<file path="config.mk">
export PLATFORM = sky130hd
export DESIGN_NAME = exc_commit_ctrl_flat
export DESIGN_NICKNAME = d
export VERILOG_FILES = /design/src/rtl/exc_commit_if.sv /design/src/rtl/exc_commit_ctrl.sv /design/src/flat_wrapper.sv
export SDC_FILE = /design/constraint.sdc
export NUM_CORES = 1
export LEC_CHECK = 0
export ABC_AREA = 0
export CORE_ASPECT_RATIO = 1.5
export CORE_UTILIZATION = 37
export DETAILED_ROUTE_END_ITERATION = 16
export HOLD_SLACK_MARGIN = 0.15
export PLACE_DENSITY = 0.78
export SYNTH_ARGS = -nofsm -noshare
export SYNTH_HDL_FRONTEND = slang
export SYNTH_SLANG_ARGS = --single-unit
</file>
<file path="constraint.sdc">
create_clock -name clk -period 1.65 [get_ports clk]
set_input_delay 0.165 -clock clk [delete_from_list [all_inputs] [get_ports clk]]
set_output_delay 0.165 -clock clk [all_outputs]
set_load 0.02 [all_outputs]
</file>
<file path="src/rtl/exc_commit_if.sv">
// exc_commit_if: WB/csr/IF signal bundle around the exception commit sequencer
interface exc_commit_if;
  logic        wb_valid;
  logic [31:0] wb_pc;
  logic [31:0] wb_vaddr;
  logic [5:0]  wb_exc_vec;
  logic        wb_ertn;
  logic        int_pending;
  logic [31:0] csr_target_pc;
  logic        redirect_ready;
  logic        csr_exc_signal;
  logic        csr_ertn_signal;
  logic [5:0]  csr_exc_ecode;
  logic [8:0]  csr_exc_esubcode;
  logic [31:0] csr_exc_pc;
  logic [31:0] csr_exc_vaddr;
  logic        flush;
  logic        redirect_valid;
  logic [31:0] redirect_pc;
  logic        busy;
  modport slave (
    input  wb_valid, wb_pc, wb_vaddr, wb_exc_vec, wb_ertn, int_pending, csr_target_pc, redirect_ready,
    output csr_exc_signal, csr_ertn_signal, csr_exc_ecode, csr_exc_esubcode, csr_exc_pc, csr_exc_vaddr,
           flush, redirect_valid, redirect_pc, busy
  );
  modport master (
    output wb_valid, wb_pc, wb_vaddr, wb_exc_vec, wb_ertn, int_pending, csr_target_pc, redirect_ready,
    input  csr_exc_signal, csr_ertn_signal, csr_exc_ecode, csr_exc_esubcode, csr_exc_pc, csr_exc_vaddr,
           flush, redirect_valid, redirect_pc, busy
  );
endinterface

</file>
<file path="src/rtl/exc_commit_ctrl.sv">
// exc_commit_ctrl: exception/ERTN commit sequencer (csr event, flush, IF redirect); EXC_INT_ACCEPT_EN enables interrupts
module exc_commit_ctrl (
  input logic         clk,
  input logic         resetn,
  exc_commit_if.slave ifc
);
  typedef enum logic [1:0] {IDLE, COMMIT, REDIRECT} state_t;
  state_t      state_q, state_d;
  logic        exc_q, exc_d, ertn_q, ertn_d, flush_q, flush_d, rv_q, rv_d, busy_q, busy_d;
  logic [5:0]  ecode_q, ecode_d;
  logic [8:0]  sub_q, sub_d;
  logic [31:0] pc_q, pc_d, vaddr_q, vaddr_d, rpc_q, rpc_d;
  logic        int_req, any_exc, take;
  logic [5:0]  ev;
  logic [5:0]  ev_ecode;
  logic [8:0]  ev_sub;
  logic [31:0] ev_vaddr;
`ifdef EXC_INT_ACCEPT_EN
  assign int_req = ifc.int_pending;
`else
  logic unused_int;
  assign int_req    = 1'b0;
  assign unused_int = ifc.int_pending;
`endif
  // prioritize INT > ADEF > INE > SYS > BRK > ALE > ADEM; no source left means ERTN with zero fields
  always_comb begin
    ev       = ifc.wb_exc_vec;
    any_exc  = int_req | (|ev);
    take     = ifc.wb_valid & (any_exc | ifc.wb_ertn);
    ev_ecode = int_req ? 6'h00 : ev[0] ? 6'h08 : ev[1] ? 6'h0D : ev[2] ? 6'h0B :
               ev[3] ? 6'h0C : ev[4] ? 6'h09 : ev[5] ? 6'h08 : 6'h00;
    ev_sub   = (!int_req && ev == 6'b100000) ? 9'd1 : 9'd0;
    ev_vaddr = int_req ? 32'h0 : ev[0] ? ifc.wb_pc : (|ev[3:1]) ? 32'h0 :
               (|ev[5:4]) ? ifc.wb_vaddr : 32'h0;
  end
  // sequence IDLE -> COMMIT -> REDIRECT -> IDLE; signal bits pulse only in COMMIT, fields hold until next take
  always_comb begin
    state_d = state_q;
    exc_d   = 1'b0;
    ertn_d  = 1'b0;
    ecode_d = ecode_q;
    sub_d   = sub_q;
    pc_d    = pc_q;
    vaddr_d = vaddr_q;
    flush_d = flush_q;
    rv_d    = rv_q;
    rpc_d   = rpc_q;
    unique case (state_q)
      IDLE: if (take) begin
        state_d = COMMIT;
        exc_d   = any_exc;
        ertn_d  = ~any_exc;
        ecode_d = ev_ecode;
        sub_d   = ev_sub;
        pc_d    = ifc.wb_pc;
        vaddr_d = ev_vaddr;
        flush_d = 1'b1;
      end
      COMMIT: begin
        state_d = REDIRECT;
        rv_d    = 1'b1;
        rpc_d   = ifc.csr_target_pc;
        flush_d = 1'b1;
      end
      REDIRECT: if (ifc.redirect_ready) begin
        state_d = IDLE;
        rv_d    = 1'b0;
        flush_d = 1'b0;
      end
      default: state_d = IDLE;
    endcase
    busy_d = state_d != IDLE;
  end
  // state and registered outputs; reset cuts any pulse in flight
  always_ff @(posedge clk or negedge resetn) begin
    if (!resetn) begin
      state_q <= IDLE;
      exc_q   <= 1'b0;
      ertn_q  <= 1'b0;
      ecode_q <= '0;
      sub_q   <= '0;
      pc_q    <= '0;
      vaddr_q <= '0;
      flush_q <= 1'b0;
      rv_q    <= 1'b0;
      rpc_q   <= '0;
      busy_q  <= 1'b0;
    end else begin
      state_q <= state_d;
      exc_q   <= exc_d;
      ertn_q  <= ertn_d;
      ecode_q <= ecode_d;
      sub_q   <= sub_d;
      pc_q    <= pc_d;
      vaddr_q <= vaddr_d;
      flush_q <= flush_d;
      rv_q    <= rv_d;
      rpc_q   <= rpc_d;
      busy_q  <= busy_d;
    end
  end
  assign ifc.csr_exc_signal   = exc_q;
  assign ifc.csr_ertn_signal  = ertn_q;
  assign ifc.csr_exc_ecode    = ecode_q;
  assign ifc.csr_exc_esubcode = sub_q;
  assign ifc.csr_exc_pc       = pc_q;
  assign ifc.csr_exc_vaddr    = vaddr_q;
  assign ifc.flush            = flush_q;
  assign ifc.redirect_valid   = rv_q;
  assign ifc.redirect_pc      = rpc_q;
  assign ifc.busy             = busy_q;
endmodule

</file>
<file path="src/flat_wrapper.sv">
// flat-port wrapper written by rule: the top's interface ports become plain ports
module exc_commit_ctrl_flat 
  (clk, resetn, ifc_wb_valid, ifc_wb_pc, ifc_wb_vaddr, ifc_wb_exc_vec, ifc_wb_ertn, ifc_int_pending, ifc_csr_target_pc, ifc_redirect_ready, ifc_csr_exc_signal, ifc_csr_ertn_signal, ifc_csr_exc_ecode, ifc_csr_exc_esubcode, ifc_csr_exc_pc, ifc_csr_exc_vaddr, ifc_flush, ifc_redirect_valid, ifc_redirect_pc, ifc_busy);
  exc_commit_if ifc_i ();
  input logic clk;
  input logic resetn;
  input wire logic [$bits(ifc_i.wb_valid)-1:0] ifc_wb_valid;
  input wire logic [$bits(ifc_i.wb_pc)-1:0] ifc_wb_pc;
  input wire logic [$bits(ifc_i.wb_vaddr)-1:0] ifc_wb_vaddr;
  input wire logic [$bits(ifc_i.wb_exc_vec)-1:0] ifc_wb_exc_vec;
  input wire logic [$bits(ifc_i.wb_ertn)-1:0] ifc_wb_ertn;
  input wire logic [$bits(ifc_i.int_pending)-1:0] ifc_int_pending;
  input wire logic [$bits(ifc_i.csr_target_pc)-1:0] ifc_csr_target_pc;
  input wire logic [$bits(ifc_i.redirect_ready)-1:0] ifc_redirect_ready;
  output wire logic [$bits(ifc_i.csr_exc_signal)-1:0] ifc_csr_exc_signal;
  output wire logic [$bits(ifc_i.csr_ertn_signal)-1:0] ifc_csr_ertn_signal;
  output wire logic [$bits(ifc_i.csr_exc_ecode)-1:0] ifc_csr_exc_ecode;
  output wire logic [$bits(ifc_i.csr_exc_esubcode)-1:0] ifc_csr_exc_esubcode;
  output wire logic [$bits(ifc_i.csr_exc_pc)-1:0] ifc_csr_exc_pc;
  output wire logic [$bits(ifc_i.csr_exc_vaddr)-1:0] ifc_csr_exc_vaddr;
  output wire logic [$bits(ifc_i.flush)-1:0] ifc_flush;
  output wire logic [$bits(ifc_i.redirect_valid)-1:0] ifc_redirect_valid;
  output wire logic [$bits(ifc_i.redirect_pc)-1:0] ifc_redirect_pc;
  output wire logic [$bits(ifc_i.busy)-1:0] ifc_busy;
  assign ifc_i.wb_valid = ifc_wb_valid;
  assign ifc_i.wb_pc = ifc_wb_pc;
  assign ifc_i.wb_vaddr = ifc_wb_vaddr;
  assign ifc_i.wb_exc_vec = ifc_wb_exc_vec;
  assign ifc_i.wb_ertn = ifc_wb_ertn;
  assign ifc_i.int_pending = ifc_int_pending;
  assign ifc_i.csr_target_pc = ifc_csr_target_pc;
  assign ifc_i.redirect_ready = ifc_redirect_ready;
  assign ifc_csr_exc_signal = ifc_i.csr_exc_signal;
  assign ifc_csr_ertn_signal = ifc_i.csr_ertn_signal;
  assign ifc_csr_exc_ecode = ifc_i.csr_exc_ecode;
  assign ifc_csr_exc_esubcode = ifc_i.csr_exc_esubcode;
  assign ifc_csr_exc_pc = ifc_i.csr_exc_pc;
  assign ifc_csr_exc_vaddr = ifc_i.csr_exc_vaddr;
  assign ifc_flush = ifc_i.flush;
  assign ifc_redirect_valid = ifc_i.redirect_valid;
  assign ifc_redirect_pc = ifc_i.redirect_pc;
  assign ifc_busy = ifc_i.busy;
  exc_commit_ctrl u_core (.clk(clk), .resetn(resetn), .ifc(ifc_i));
endmodule
</file>
==> metrics.csv <==
metric,value,unit
synthCells,305,
clkTransAtPathRegs,0.07,ns
drive_above_1_share,0.295,
critical-path-top-delay-family,buffers and inverters,
yosysSeqAreaShare,0.592,
routedWlPerCell,18.2,µm
synthFlopType,sky130_fd_sc_hd__dfrtp_1,
synth_top_cell_by_area,sky130_fd_sc_hd__dfrtp_1,
area_overhead_of_the_layout_relative_to_synthesis,67.2,%
num_antenna_cells,0,
xor_and_xnor_fraction_of_the_mapped_netlist_area,0,
dp.final_hpwl,8790,µm
fp-row-count,49,
core-area,12000,µm²
grt_pass1_wl,20200,µm
finalHoldViolCount,0,
setup_viol_count_final,40,
antenna_found_initial,0,
synth.top_cell.area_share,0.592,
synth-compound-area-share,0.0855,
drt_iter0_drc,124,
irDropWorstVdd,0.00101,V
synth.area.mux_share,0.249,
syn_area,4560,µm²
die_height,138,µm
cp_common_cell,sky130_fd_sc_hd__buf_6,
path_max_fanout,4,
reg_to_reg_setup_timing_slack,0.05,ns
maxSlewViolCount,0,
synth.top_cells.by_count,"sky130_fd_sc_hd__dfrtp_1, sky130_fd_sc_hd__mux2_2, sky130_fd_sc_hd__a32o_1",
groute.usage.overall,0.203,
critical_path.cell_chain,buf_6 > or4_4 > o311ai_4 > buf_6 > buf_6 > buf_12 > buf_16 > mux2_4,
synth_cell_type_count,22,
setup.worst_path.class,input pin to register,
grt_setup_unrepaired,yes,
yosys.cell_count.top_type,sky130_fd_sc_hd__dfrtp_1,
summed_area_of_non_filler_cells_in_the_final_layout,7630,µm²
yosys.area_share.simple,0.0228,
syn-mean-instance-area,15.0,µm²
clk_network_pwr_share,0.159,
global_route.usage.met3,0.0556,
r2r-end,u_core.ifc.csr_exc_pc[15]$_DFFE_PN0P_,
remaining_drc_errors,0,
clk-insertion-delay-late,0.34,ns
crit_path_max_incr_delay,0.55,ns
worst_hold_path_type,input pin to async pin,
design.die.area,12800,µm²
power.share.switching,0.341,
netlist_top_cells_area,"sky130_fd_sc_hd__dfrtp_1, sky130_fd_sc_hd__mux2_2, sky130_fd_sc_hd__a32o_1",
grt_overflow_total,0,
cts_inserted_buffers,9,
ctsLongestPathBuffers,2,
cts_tree,built,
route.antenna.remaining_nets,0,
clk_root_buffer_cell,sky130_fd_sc_hd__clkbuf_16,
cts.sink_count,108,
power.leakage,3.30,nW
globalplace.congestion,0.766,
port_buffers,212,
route.detailed.vias_per_inst,5.00,
timing.clock.skew,0.00851,ns
synthArstFlopShare,1.00,
cap_viol_max_count,0,
yosys_warnings,0,
die_width,92.7,µm
pwr-share-seq,0.318,
boundaryPins,224,
global_route.usage.met1,0.223,
busiest_metal_layer_after_global_routing,met2,
via_count,3493,
total_power,14.6,mW
fin_crit_sh,1.03,
internal_power,9.63,mW
synth_adder_area_share,0,
critical_r2r_launch,u_core.state_q[0]$_DFF_PN0_,
maximum_number_of_pins_on_one_net_before_global_route_repair,64,
num-nets-final,649,
period_minus_slack,1.70,ns
synth_top_family_by_area,multiplexers,
drt_pass1_iterations,4,
worst-endpoint-arrival,1.92,ns
run_status,"finished, violations left",
worst_path_max_delay_cell,sky130_fd_sc_hd__or4_4,
upper_clock_frequency_limit,589,MHz
globalRouteMet2Util,0.372,
worstSetupEndpointType,register,
fin_ws,-0.0470,ns
count_of_flip_flops_with_a_built_in_enable_after_synthesis,0,
ys_ff_latch,108,
failed_checks,negative setup slack,
floorplan.initialDensity,0.380,
whs,0.232,ns
rr_worst_depth,7,
power.density_cell_area,1910,nW/µm²
critPathBufInv,5,
wirelength,12700,µm
cts-htree-levels,3,
layout.filler_cells,927,
post_dp_cell_area,7030,µm²
net_switching_component_of_the_power,4.99,mW
pwr-share-comb,0.523,
start_kind,input pin,
worst_ep_required_time,1.87,ns
vias_in_the_first_global_route,3878,
cells by family (layout without fill, tap and decap cells):
kind of cell | Yosys count | in the layout
AND/OR/NAND/NOR | 18 | 18
other | 1 | 10
flip-flops | 108 | 108
AO/OA/AOI/OAI | 41 | 41
multiplexers | 101 | 101
buffers and inverters | 36 | 268
sequential cells by signal, summed over array words and instances, names as in the netlist:
name / flops
u_core.ifc.csr_exc_vaddr: 32
u_core.ifc.csr_exc_pc: 32
u_core.ifc.csr_exc_ecode: 4
u_core.ifc.redirect_valid: 1
u_core.ifc.redirect_pc: 32
u_core.ifc.csr_ertn_signal: 1
u_core.ifc.csr_exc_signal: 1
u_core.ifc.flush: 1
u_core.state_q: 2
u_core.ifc.csr_exc_esubcode: 1
u_core.ifc.busy: 1
cell usage in the layout, fill, tap and decap left out, types with 2 or more instances in the layout:
cell,instances
sky130_fd_sc_hd__buf_8,2
sky130_fd_sc_hd__nor3b_1,3
sky130_fd_sc_hd__buf_6,6
sky130_fd_sc_hd__a21oi_1,6
sky130_fd_sc_hd__clkdlybuf4s50_1,205
sky130_fd_sc_hd__buf_4,18
sky130_fd_sc_hd__nand2_1,2
sky130_fd_sc_hd__nor2_1,4
sky130_fd_sc_hd__a32o_1,32
sky130_fd_sc_hd__buf_12,9
sky130_fd_sc_hd__conb_1,10
sky130_fd_sc_hd__inv_1,4
sky130_fd_sc_hd__dlygate4sd2_1,2
sky130_fd_sc_hd__bufinv_16,2
sky130_fd_sc_hd__nand2b_1,3
sky130_fd_sc_hd__mux2_4,33
sky130_fd_sc_hd__clkbuf_16,10
sky130_fd_sc_hd__dfrtp_1,108
sky130_fd_sc_hd__inv_6,2
sky130_fd_sc_hd__mux2_1,2
sky130_fd_sc_hd__buf_16,2
sky130_fd_sc_hd__mux2_2,66
power by group through the flow:
stage	Sequential [mW]	Clock [mW]	Combinational [mW]
after floorplan	6.18	0	2.12
after global placement	4.59	0	7.02
after detailed placement	4.66	0	7.16
after CTS	4.64	2.39	7.66
after global routing	4.80	2.50	8.03
final	4.64	2.33	7.64
final cells by class:
cell class	instances	area [µm²]	area share
flip-flops and latches	108	2700	0.354
repair buffers	248	2590	0.339
multi-input cells	170	1810	0.237
clock buffers	10	229	0.0300
well taps	153	191	0.0251
clock inverters	6	93.8	0.0123
inverters	4	15.0	0.00197
routing by layer:
layer	vias to the layer above	routed length, µm
li1	1573	-
met1	1745	4730
met2	157	6740
met3	18	970
met4	0	248
met5	-	0
how the worst max path moves through the flow:
stage	from	endpoint	slack (ns)	cells after the start
2_1_floorplan	ifc_wb_exc_vec[0]	u_core.ifc.csr_exc_ecode[0]$_DFFE_PN0P_	-0.29	5
3_3_place_gp	ifc_wb_exc_vec[1]	u_core.ifc.csr_exc_vaddr[12]$_DFFE_PN0P_	-0.66	6
3_5_place_dp	ifc_wb_exc_vec[1]	u_core.ifc.csr_exc_pc[15]$_DFFE_PN0P_	-0.68	6
4_1_cts	u_core.state_q[0]$_DFF_PN0_	u_core.ifc.csr_exc_pc[14]$_DFFE_PN0P_	-0.05	8
5_1_grt	ifc_wb_exc_vec[2]	u_core.ifc.csr_exc_vaddr[19]$_DFFE_PN0P_	-0.07	8
6_report	ifc_wb_exc_vec[2]	u_core.ifc.csr_exc_pc[15]$_DFFE_PN0P_	-0.05	8
timing repair:
item                                   4_1_cts  5_1_grt
setup buffers                                6        3
setup endpoints to repair                   71       36
cloned                                       4        1
pin swaps                                    3        2
gates resized for setup                     37       13
hold buffers                                 1        0
endpoints found under the hold margin      108        0
stage by stage:
stage          setup WS [ns]  std cells  utilization  TNS, ns
2_1_floorplan         -0.291        314            -   -19.34
3_3_place_gp          -0.660        671        0.585   -44.73
3_5_place_dp          -0.677        671        0.585   -45.75
4_1_cts              -0.0540        698        0.633   -0.412
5_1_grt              -0.0662        699        0.635    -2.21
6_report             -0.0470        699        0.635    -1.02
(Power assumes the default switching activity.)
